<file path="config.mk">
export PLATFORM = sky130hd
export DESIGN_NAME = freq_meter
export DESIGN_NICKNAME = d
export VERILOG_FILES = /design/src/rtl/freq_meter.sv
export SDC_FILE = /design/constraint.sdc
export NUM_CORES = 1
export LEC_CHECK = 0
export CAP_MARGIN = 20
export CELL_PAD_IN_SITES_DETAIL_PLACEMENT = 0
export CELL_PAD_IN_SITES_GLOBAL_PLACEMENT = 2
export CORE_MARGIN = 1.5
export CORE_UTILIZATION = 37
export CTS_BUF_LIST = sky130_fd_sc_hd__clkbuf_8
export DETAILED_ROUTE_END_ITERATION = 12
export PLACE_DENSITY_LB_ADDON = 0.1
export SLEW_MARGIN = 20
export SYNTH_ARGS = -nofsm -noshare
export SYNTH_HDL_FRONTEND = slang
export SYNTH_SLANG_ARGS = --single-unit
export TNS_END_PERCENT = 30
</file>
<file path="constraint.sdc">
create_clock -name CLK -period 2.9 [get_ports CLK]
set_clock_uncertainty 0.15 [all_clocks]
set_input_delay 0.58 -clock CLK [delete_from_list [all_inputs] [get_ports CLK]]
set_output_delay 0.58 -clock CLK [all_outputs]
set_load 0.1 [all_outputs]
</file>
<file path="src/rtl/freq_meter.sv">
// ---------------------------------------------------------------------------
// freq_meter
//
// Counts rising edges of an asynchronous input over a fixed gate of
// GATE_CYCLES clock cycles and publishes the count at the end of each gate.
// With EN held high, gates run back to back with one dead cycle between them.
//
// Parameters
//   GATE_CYCLES : gate length in CLK cycles (2 .. 2^32-1)
//   FREQ_W      : width of the FREQ result
//
// Ports
//   CLK   in   sole clock, rising edge
//   RST_N in   synchronous active-low reset
//   SIGIN in   asynchronous signal to be measured
//   EN    in   1 = measure continuously, 0 = stop / abort current gate
//   FREQ  out  rising edges counted in the last completed gate
//   VALID out  one-cycle pulse while the freshly updated FREQ is presented
//   BUSY  out  high while a gate is in progress
//   OVF   out  (only with FREQ_METER_OVF_EN) edge count saturated in the
//              gate reported by FREQ
//
// Build option
//   FREQ_METER_OVF_EN : adds the OVF output and its tracking logic.
// ---------------------------------------------------------------------------
module freq_meter #(
    parameter int unsigned GATE_CYCLES = 50000000,
    parameter int          FREQ_W      = 26
) (
    input  logic              CLK,
    input  logic              RST_N,
    input  logic              SIGIN,
    input  logic              EN,
    output logic [FREQ_W-1:0] FREQ,
    output logic              VALID,
`ifdef FREQ_METER_OVF_EN
    output logic              BUSY,
    output logic              OVF
`else
    output logic              BUSY
`endif
);

    typedef enum logic [1:0] {
        IDLE = 2'd0,
        GATE = 2'd1,
        DONE = 2'd2
    } state_t;

    localparam logic [31:0]       LAST_CYCLE = 32'(GATE_CYCLES - 1);
    localparam logic [FREQ_W-1:0] COUNT_MAX  = {FREQ_W{1'b1}};

    state_t            state;
    state_t            state_next;
    logic              sync_1;
    logic              sync_2;
    logic              prev;
    logic              edge_det;
    logic [31:0]       gate_cnt;
    logic [FREQ_W-1:0] edge_cnt;
    logic [FREQ_W-1:0] edge_cnt_next;
    logic              last_cycle;
`ifdef FREQ_METER_OVF_EN
    logic              ovf_seen;
    logic              ovf_seen_next;
`endif

    // A SIGIN edge shows up on edge_det two cycles after it is sampled and
    // lands in the counter on the third, giving the 3-cycle detection latency.
    assign edge_det   = sync_2 & ~prev;
    assign last_cycle = (gate_cnt == LAST_CYCLE);

    assign BUSY  = (state == GATE);
    assign VALID = (state == DONE);

    // State register.
    always_ff @(posedge CLK) begin
        if (!RST_N) begin
            state <= IDLE;
        end else begin
            state <= state_next;
        end
    end

    // Next-state logic. Dropping EN in the middle of a gate abandons it.
    always_comb begin
        state_next = state;
        case (state)
            IDLE: begin
                if (EN) begin
                    state_next = GATE;
                end
            end
            GATE: begin
                if (!EN) begin
                    state_next = IDLE;
                end else if (last_cycle) begin
                    state_next = DONE;
                end
            end
            DONE: begin
                state_next = EN ? GATE : IDLE;
            end
            default: begin
                state_next = IDLE;
            end
        endcase
    end

    // Saturating edge count including the current cycle's edge, so that an
    // edge on the final gate cycle still makes it into the published result.
    always_comb begin
        edge_cnt_next = edge_cnt;
`ifdef FREQ_METER_OVF_EN
        ovf_seen_next = ovf_seen;
`endif
        if (edge_det) begin
            if (edge_cnt == COUNT_MAX) begin
`ifdef FREQ_METER_OVF_EN
                ovf_seen_next = 1'b1;
`endif
            end else begin
                edge_cnt_next = edge_cnt + 1'b1;
            end
        end
    end

    // Datapath. FREQ is loaded on the last gate cycle so that the new value
    // is already on the output during the DONE cycle when VALID is high.
    // Counters are held clear outside GATE, which gives every gate a clean
    // start and discards edges seen in IDLE or DONE.
    always_ff @(posedge CLK) begin
        if (!RST_N) begin
            sync_1   <= 1'b0;
            sync_2   <= 1'b0;
            prev     <= 1'b0;
            gate_cnt <= '0;
            edge_cnt <= '0;
            FREQ     <= '0;
`ifdef FREQ_METER_OVF_EN
            ovf_seen <= 1'b0;
            OVF      <= 1'b0;
`endif
        end else begin
            sync_1 <= SIGIN;
            sync_2 <= sync_1;
            prev   <= sync_2;
            if (state == GATE) begin
                gate_cnt <= gate_cnt + 32'd1;
                edge_cnt <= edge_cnt_next;
`ifdef FREQ_METER_OVF_EN
                ovf_seen <= ovf_seen_next;
`endif
                if (EN && last_cycle) begin
                    FREQ <= edge_cnt_next;
`ifdef FREQ_METER_OVF_EN
                    OVF  <= ovf_seen_next;
`endif
                end
            end else begin
                gate_cnt <= '0;
                edge_cnt <= '0;
`ifdef FREQ_METER_OVF_EN
                ovf_seen <= 1'b0;
`endif
            end
        end
    end

endmodule

</file>
==> qor.txt, run 1 <==
R2R depth - 6
Hold Vio Cnt, Final - 0
final-report max-slew violation count - 0
fin crit period - 2.55 ns
antenna violation net count after detailed routing - 0
Slew @ Worst Pin - 0.543 ns
CTS resizes - 0
CP bufs+invs - 1
Mapped Area - 3850 µm²
worst flop-to-flop path endpoint - FREQ[4]
die width - 105 µm
R2R Setup Slk - 0.35 ns
worst r2r src - gate_cnt[28]
Top FF cell, synth - dfxtp_1
first-pass GRT wire length - 15.6 mm
routed length per placed instance - 15.0 µm
Top-Level Pins - 32
# setup viols final - 0
die area - 11,000 µm²
CTS tree - done
Util after Layout - 0.439
CTS Root Cell - clkbuf_8
Cells after Synth - 439
ys async rst share - 0
Max clock buf depth - 2
clock transition at the registers of the reported paths - 0.09 ns
Top Family by Delay on Critical Path - simple AND/OR/NAND/NOR gates
Area Growth Syn to Fin - 16.2%
placed cell area - 4280 µm²
sequential element share of the synthesized area - 0.463
most frequent cells in the layout - dfxtp_1 (89), nor2_1 (62), buf_4 (39)
layout cell share with drive strength beyond 1 - 0.138
chip height - 105 µm
Post-Route WL - 9.23 mm
GRT Util Overall - 0.178
Hold Path Depth - 1
most common cell after layout, fill and taps aside - dfxtp_1
crit-path cells - or4b_1 > nor4_1 > and4_1 > buf_4 > nor2_1 > a311oi_1
CP max stage delay - 0.55 ns
Worst Setup End Kind - flop
Clk Latency, worst-skew pair - 0.37 ns
final net count - 480
max frequency - 392 MHz
Final HPWL DP - 6.42 mm
Worst Hold Slack - 0.304 ns
pin count of the biggest net entering global routing - 58
grt total ovfl - 0
Row Count - 37
setup bufs post-CTS - 0
DR iter-0 viols - 122
number of synthesized flops with an enable pin - 0
reported net switching power - 521 µW
type of the worst min-delay path - reg -> reg
unrepaired setup endpoints after global routing - no
worst hold start - state[0]
Pint - 1570 µW
H-tree levels - 3
Yosys warnings - 0
crit-path max FO - 12
via count - 3,251
Sw Ratio - 0.250
DRT Pass-1 Iters - 4
Num CTS Buffers - 9
IR drop worst, VDD - 0.216 mV
hold buffer count at CTS - 0
DR DRC count - 0
Leak - 0.00152 µW
Logic pwr share - 0.020
syn_nets - 445
CTS Sinks - 89
WS Path Type - reg -> reg
CP required - 3.01 ns
Slowest-stage cell, CP - or4b_1
Port Buffers - 31
number of distinct library cells after synthesis - 48
Hold Path Sink - state[0]
synth top area cells - dfxtp_1 (46%), xor2_1 (6.1%), nor2_1 (6.1%), nand4_1 (3.4%), nand3_1 (3.4%)
largest area contributor in the netlist - dfxtp_1
core area - 10,200 µm²
Setup crit start kind - flop
clock network power share - 0.393
antenna cells - 0
Avg Cell Area, Syn - 8.76 µm²
initial antenna violation count - 0
synthesized flop and latch total - 89
initial core utilization - 0.378
slew margin rel. - 0.635
Power Dens Cells - 467 nW/µm²
status - completed
vias per inst - 5.29
share of the synthesized area in the top cell type - 0.463
max cap viols - 0
post-route setup TNS - 0 ns
Final period util - 0.879
vias in the first global route - 3,163
gpl congestion - 0.801
Worst EP arrival - 2.66 ns
design area - 4470 µm²
Seq pwr share - 0.588
state kept, by name (all words and copies together) (netlist names):
name      flops
FREQ         26
prev          1
sync_2        1
sync_1        1
gate_cnt     32
edge_cnt     26
state         2
cell type report:
cell class	count	area, µm²
clock buffer	9	124
clock inverter	7	61.3
fill	1062	5720
inverter	5	18.8
multi-input combinational	326	1970
sequential	89	1780
tap	136	170
timing repair buffer	43	343
cells by family after synthesis:
family	after synthesis	share of synthesized area
XOR/XNOR	37	0.0843
adder cells (fa/ha/maj)	2	0.00651
AND/OR/NAND/NOR	209	0.291
buffers and inverters	24	0.0260
multiplexers	4	0.0104
AO/OA/AOI/OAI	74	0.118
flip-flops	89	0.463
worst max path at each step:
| stage | startpoint | endpoint | slack [ns] | cells past startpoint |
|---|---|---|---|---|
| final | gate_cnt[28] | FREQ[4] | 0.35 | 6 |
| after global routing | gate_cnt[28] | FREQ[11] | 0.17 | 6 |
| after CTS | gate_cnt[28] | FREQ[4] | 0.32 | 6 |
| after detailed placement | gate_cnt[28] | FREQ[4] | 0.33 | 6 |
| after global placement | gate_cnt[28] | FREQ[8] | 0.45 | 6 |
| after floorplan | state[1] | VALID | 0.47 | 1 |
per-layer routing:
metal	global-route usage	part of all wire	vias to the layer above	routed length [µm]
li1	-	-	1663	-
met1	0.218	0.46	1531	4270
met2	0.313	0.49	40	4560
met3	0.0274	0.024	17	220
met4	0.0705	0.019	0	179
met5	0	0	-	0
stage by stage:
step	instances	setup WS [ns]	total power (µW)
CTS	615	0.321	2120
floorplan	439	0.471	1280
global placement	599	0.450	1300
finish	615	0.350	2090
detailed placement	599	0.326	1300
global route	615	0.171	2170
synthesized netlist by cell type (all sizes together) (7+ instances only):
cell type,instances
dfxtp,89
xnor2,10
xor2,27
nand3,26
a21oi,16
nand4,21
nor2,62
buf,9
clkbuf,10
a31oi,10
nand2,30
nor4,8
and3,13
o21ai,21
and4,7
or3,9
and2,10
power by group through the flow:
stage	sequential [µW]	clock (µW)	combinational [µW]
floorplan	1250	0	24.7
global placement	1260	0	41.6
detailed placement	1260	0	42.0
CTS	1230	851	42.1
global route	1230	896	44.9
finish	1230	820	41.0
Power figures use the tool's default switching activity.
==> inputs of run 2 (changes only) <==
Settings changed: SLEW_MARGIN 20 to unset.
Clock period 2.9 ns to 2.4 ns, I/O delays scaled along.
==> qor.txt, run 2 (synthesized netlist as in run 1, its figures left out) <==
H-tree levels - 3 (unchanged)
CTS tree - done (unchanged)
Hold Vio Cnt, Final - 0 (unchanged)
Util after Layout - 0.459 (was 0.439)
Top-Level Pins - 32 (unchanged)
final-report max-slew violation count - 0 (unchanged)
Largest regs - gate_cnt (32), FREQ (26), edge_cnt (26) (unchanged)
largest reg by FF count - gate_cnt (unchanged)
die area - 11,000 µm² (unchanged)
routed length per placed instance - 14.6 µm (was 15.0 µm)
final non-filler cell total - 635 (was 615)
CP required - 2.53 ns (was 3.01 ns)
Worst Setup End Kind - flop (unchanged)
initial antenna violation count - 0 (unchanged)
slew margin rel. - 0.688 (was 0.635)
gpl congestion - 0.755 (was 0.801)
crit-path max FO - 9 (was 12)
max frequency - 451 MHz (was 392 MHz)
Clk Latency, worst-skew pair - 0.35 ns (was 0.37 ns)
grt total ovfl - 0 (unchanged)
hold buffer count at CTS - 0 (unchanged)
Setup crit start kind - flop (unchanged)
Power Dens Cells - 563 nW/µm² (was 467 nW/µm²)
DRT Pass-1 Iters - 4 (unchanged)
placed instance count - 620 (was 599)
type of the worst min-delay path - reg -> reg (unchanged)
setup bufs post-CTS - 0 (unchanged)
Final HPWL DP - 6.61 mm (was 6.42 mm)
antenna violation net count after detailed routing - 0 (unchanged)
max cap viols - 0 (unchanged)
first-pass GRT wire length - 15.7 mm (was 15.6 mm)
die width - 105 µm (unchanged)
Slew @ Worst Pin - 0.467 ns (was 0.543 ns)
layout cell share with drive strength beyond 1 - 0.170 (was 0.138)
chip height - 105 µm (unchanged)
Worst EP arrival - 2.35 ns (was 2.66 ns)
Slowest-stage cell, CP - or4b_2 (was or4b_1)
post-route setup TNS - 0 ns (unchanged)
Final period util - 0.925 (was 0.879)
Area Growth Syn to Fin - 21.7% (was 16.2%)
vias per inst - 5.18 (was 5.29)
unrepaired setup endpoints after global routing - no (unchanged)
GRT Util Overall - 0.178 (about the same)
via count - 3,289 (was 3,251)
CP bufs+invs - 1 (unchanged)
antenna cells - 0 (unchanged)
WS Path Type - reg -> reg (unchanged)
Num CTS Buffers - 9 (unchanged)
IR drop worst, VDD - 0.274 mV (was 0.216 mV)
DR DRC count - 0 (unchanged)
Max clock buf depth - 2 (unchanged)
core area - 10,200 µm² (unchanged)
Row Count - 37 (unchanged)
pin count of the biggest net entering global routing - 32 (was 58)
Post-Route WL - 9.30 mm (was 9.23 mm)
CP max stage delay - 0.64 ns (was 0.55 ns)
Top Family by Delay on Critical Path - simple AND/OR/NAND/NOR gates (unchanged)
initial core utilization - 0.378 (unchanged)
Power Total - 2630 µW (was 2090 µW)
fin crit period - 2.22 ns (was 2.55 ns)
Largest register FFs - 32 (unchanged)
final net count - 501 (was 480)
vias in the first global route - 3,200 (was 3,163)
Port Buffers - 31 (unchanged)
# setup viols final - 0 (unchanged)
CTS Root Cell - clkbuf_8 (unchanged)
clock transition at the registers of the reported paths - 0.09 ns (about the same)
most common cell after layout, fill and taps aside - dfxtp_1 (unchanged)
most frequent cells in the layout - dfxtp_1 (89), nor2_1 (62), buf_4 (57) (was dfxtp_1 (89), nor2_1 (62), buf_4 (39))
Leak - 0.00165 µW (was 0.00152 µW)
CTS Sinks - 89 (unchanged)
crit-path cells - and2_1 > and4_1 > o211ai_1 > buf_4 > or4b_2 > a21oi_1 (was or4b_1 > nor4_1 > and4_1 > buf_4 > nor2_1 > a311oi_1)
DR iter-0 viols - 103 (was 122)
status - completed (unchanged)
Worst Hold Slack - 0.296 ns (was 0.304 ns)
fill count - 1,042 (was 1,062)
run 2: cell count changes in the layout (fill, tap and decap cells not counted), moves of 2 or more:
cell       delta
bufinv_16     +2
buf_12        +2
inv_8         -2
buf_4        +18
inv_6         -2
run 2: stage by stage:
stage | setup WS (ns) | cell area (µm²)
after floorplan | 0.0130 | 3850
after global placement | 0.197 | 4470
after detailed placement | 0.154 | 4470
after CTS | 0.140 | 4670
after global routing | 0.0456 | 4680
final | 0.180 | 4680
run 2: area by class of cell:
type	count	area (µm²)	share of cell area
Timing Repair Buffer	64	529	0.113
Multi-Input combinational cell	326	1970	0.421
Tap cell	136	170	0.0364
Clock buffer	9	124	0.0265
Inverter	5	18.8	0.00401
Clock inverter	6	85.1	0.0182
Sequential cell	89	1780	0.381
run 2: worst paths after layout:
path | start | end | slack (ns) | cells past startpoint
worst max-delay path | edge_cnt[6] | edge_cnt[15] | 0.18 | 6
worst min-delay path | sync_1 | sync_2 | 0.30 | 1
worst max register to register | edge_cnt[6] | edge_cnt[15] | 0.18 | 6
worst min register to register | sync_1 | sync_2 | 0.30 | 1
run 2: power by group:
part           internal [µW]  total, µW  switching [µW]
clock network            577       1100             519
registers               1480       1480            2.93
logic                   19.2       55.2            36.0
run 2: timing repair:
action | 4_1_cts | 5_1_grt
hold endpoints to repair | 0 | 0
gates resized for setup | 0 | 2
endpoints found under the setup margin | 0 | 2
run 2: routing by layer:
metal,wire length (µm),share of wire,GRT usage
met4,129,0.014,0.0636
met3,153,0.016,0.0274
met2,4470,0.48,0.299
met1,4550,0.49,0.230
met5,0,0,0
==> inputs of run 3 (changes only) <==
Settings changed: CORE_UTILIZATION 37 to 40, CTS_BUF_LIST sky130_fd_sc_hd__clkbuf_8 to sky130_fd_sc_hd__clkbuf_2.
Clock period 2.4 ns to 2.72 ns, I/O delays scaled along.
==> qor.txt, run 3 (synthesized netlist as in run 1, its figures left out) <==
fin crit period - 2.43 ns (was 2.22 ns)
type of the worst min-delay path - reg -> reg (unchanged)
Setup crit start kind - flop (unchanged)
Power Dens Cells - 474 nW/µm² (was 563 nW/µm²)
Hold Vio Cnt, Final - 0 (unchanged)
core area - 9280 µm² (was 10,200 µm²)
die width - 101 µm (was 105 µm)
CTS resizes - 0 (unchanged)
hold buffer count at CTS - 0 (unchanged)
Leak - 0.00152 µW (was 0.00165 µW)
most common cell after layout, fill and taps aside - dfxtp_1 (unchanged)
crit-path max FO - 9 (unchanged)
antenna violation net count after detailed routing - 0 (unchanged)
H-tree levels - 3 (unchanged)
vias in the first global route - 3,068 (was 3,200)
FF+latch area - 1780 µm² (unchanged)
GRT Util Overall - 0.187 (was 0.178)
reported net switching power - 476 µW (was 558 µW)
Clk Latency, worst-skew pair - 0.52 ns (was 0.35 ns)
Pint - 1620 µW (was 2080 µW)
Util after Layout - 0.477 (was 0.459)
CP max stage delay - 0.71 ns (was 0.64 ns)
clock network power share - 0.351 (was 0.416)
Num CTS Buffers - 9 (unchanged)
Slowest-stage cell, CP - or4b_2 (unchanged)
Sw Ratio - 0.227 (was 0.212)
antenna cells - 0 (unchanged)
routed length per placed instance - 14.6 µm (about the same)
WS Path Type - reg -> reg (unchanged)
Row Count - 35 (was 37)
crit-path cells - and3_1 > and4_1 > o211ai_1 > or4b_2 > a31oi_1 (was and2_1 > and4_1 > o211ai_1 > buf_4 > or4b_2 > a21oi_1)
setup bufs post-CTS - 0 (unchanged)
CTS Sinks - 89 (unchanged)
unrepaired setup endpoints after global routing - no (unchanged)
Logic pwr share - 0.022 (was 0.021)
multi-input gate area in the final layout - 1970 µm² (about the same)
initial core utilization - 0.414 (was 0.378)
via count - 3,200 (was 3,289)
largest reg by FF count - gate_cnt (unchanged)
DR DRC count - 0 (unchanged)
initial antenna violation count - 0 (unchanged)
Final period util - 0.892 (was 0.925)
DRT Pass-1 Iters - 4 (unchanged)
Worst Setup End Kind - flop (unchanged)
clock transition at the registers of the reported paths - 0.24 ns (was 0.09 ns)
layout cell share with drive strength beyond 1 - 0.137 (was 0.170)
Area Growth Syn to Fin - 15.1% (was 21.7%)
Final HPWL DP - 6.34 mm (was 6.61 mm)
max cap viols - 0 (unchanged)
CTS Root Cell - clkbuf_2 (was clkbuf_8)
IR drop worst, VDD - 0.243 mV (was 0.274 mV)
Top-Level Pins - 32 (unchanged)
Largest register FFs - 32 (unchanged)
slew margin rel. - 0.535 (was 0.688)
die area - 10,200 µm² (was 11,000 µm²)
most frequent cells in the layout - dfxtp_1 (89), nor2_1 (62), buf_4 (42) (was dfxtp_1 (89), nor2_1 (62), buf_4 (57))
chip height - 101 µm (was 105 µm)
Max clock buf depth - 2 (unchanged)
status - completed (unchanged)
# setup viols final - 0 (unchanged)
final-report max-slew violation count - 0 (unchanged)
final net count - 483 (was 501)
Slew @ Worst Pin - 0.695 ns (was 0.467 ns)
fill count - 949 (was 1,042)
CTS tree - done (unchanged)
pin count of the biggest net entering global routing - 41 (was 32)
grt total ovfl - 0 (unchanged)
vias per inst - 5.25 (was 5.18)
Worst EP arrival - 2.73 ns (was 2.35 ns)
Largest regs - gate_cnt (32), FREQ (26), edge_cnt (26) (unchanged)
pre-CTS WS - 0.347 ns (was 0.154 ns)
CP required - 3.02 ns (was 2.53 ns)
Post-Route WL - 8.88 mm (was 9.30 mm)
gpl congestion - 0.750 (was 0.755)
max frequency - 412 MHz (was 451 MHz)
DR iter-0 viols - 69 (was 103)
post-route setup TNS - 0 ns (unchanged)
Port Buffers - 31 (unchanged)
first-pass GRT wire length - 15.1 mm (was 15.7 mm)
fin worst setup slack - 0.293 ns (was 0.180 ns)
Seq pwr share - 0.627 (was 0.563)
[run 3: cell count changes in the layout (fill, tap and decap cells not counted), sizes merged]
cell / change
clkinv: +1
inv: -1
buf: -18
[run 3: worst max-delay path, delay by kind of cell, from the launching register on]
family	cells	cell delay, ns
AOI/OAI and AO/OA	2	0.49
DFF	1	0.47
and+or+nand+nor	3	1.24
[run 3: path summary, 6_finish.rpt]
kind / start / end / slack (ns) / cells past startpoint
worst min-delay path: state[0] / state[0] / 0.32 / 1
worst max-delay path: edge_cnt[8] / FREQ[15] / 0.29 / 5
worst min register to register: state[0] / state[0] / 0.32 / 1
worst max register to register: edge_cnt[8] / FREQ[15] / 0.29 / 5
[run 3: final cells by class]
cell class | instances | share of cell area
clock buffers | 9 | 0.0102
clock inverters | 6 | 0.0189
inverters | 5 | 0.00424
multi-input cells | 326 | 0.445
flip-flops and latches | 89 | 0.403
well taps | 129 | 0.0365
repair buffers | 46 | 0.0826
[run 3: layer usage]
layer / vias up / routed length [µm] / global-route usage
met4: 0 / 96 / 0.0502
met2: 50 / 4370 / 0.325
li1: 1662 / - / -
met3: 8 / 241 / 0.0423
met1: 1480 / 4170 / 0.232
met5: - / 0 / 0
[run 3: metrics by stage]
| stage | instances | power, µW | hold slack (ns) | cell area (µm²) |
|---|---|---|---|---|
| finish | 610 | 2100 | 0.315 | 4430 |
| global route | 610 | 2180 | 0.343 | 4430 |
| CTS | 610 | 2130 | 0.317 | 4430 |
| detailed placement | 595 | 1380 | 0.287 | 4300 |
| global placement | 595 | 1380 | 0.285 | 4300 |
| floorplan | 439 | 1360 | 0.262 | 3850 |
[run 3: power by group through the flow]
stage / Combinational [µW] / Clock [µW] / Sequential [µW]
2_1_floorplan: 26.3 / 0 / 1340
3_3_place_gp: 45.8 / 0 / 1340
3_5_place_dp: 46.1 / 0 / 1340
4_1_cts: 46.2 / 769 / 1310
5_1_grt: 49.6 / 812 / 1320
6_report: 45.2 / 737 / 1310
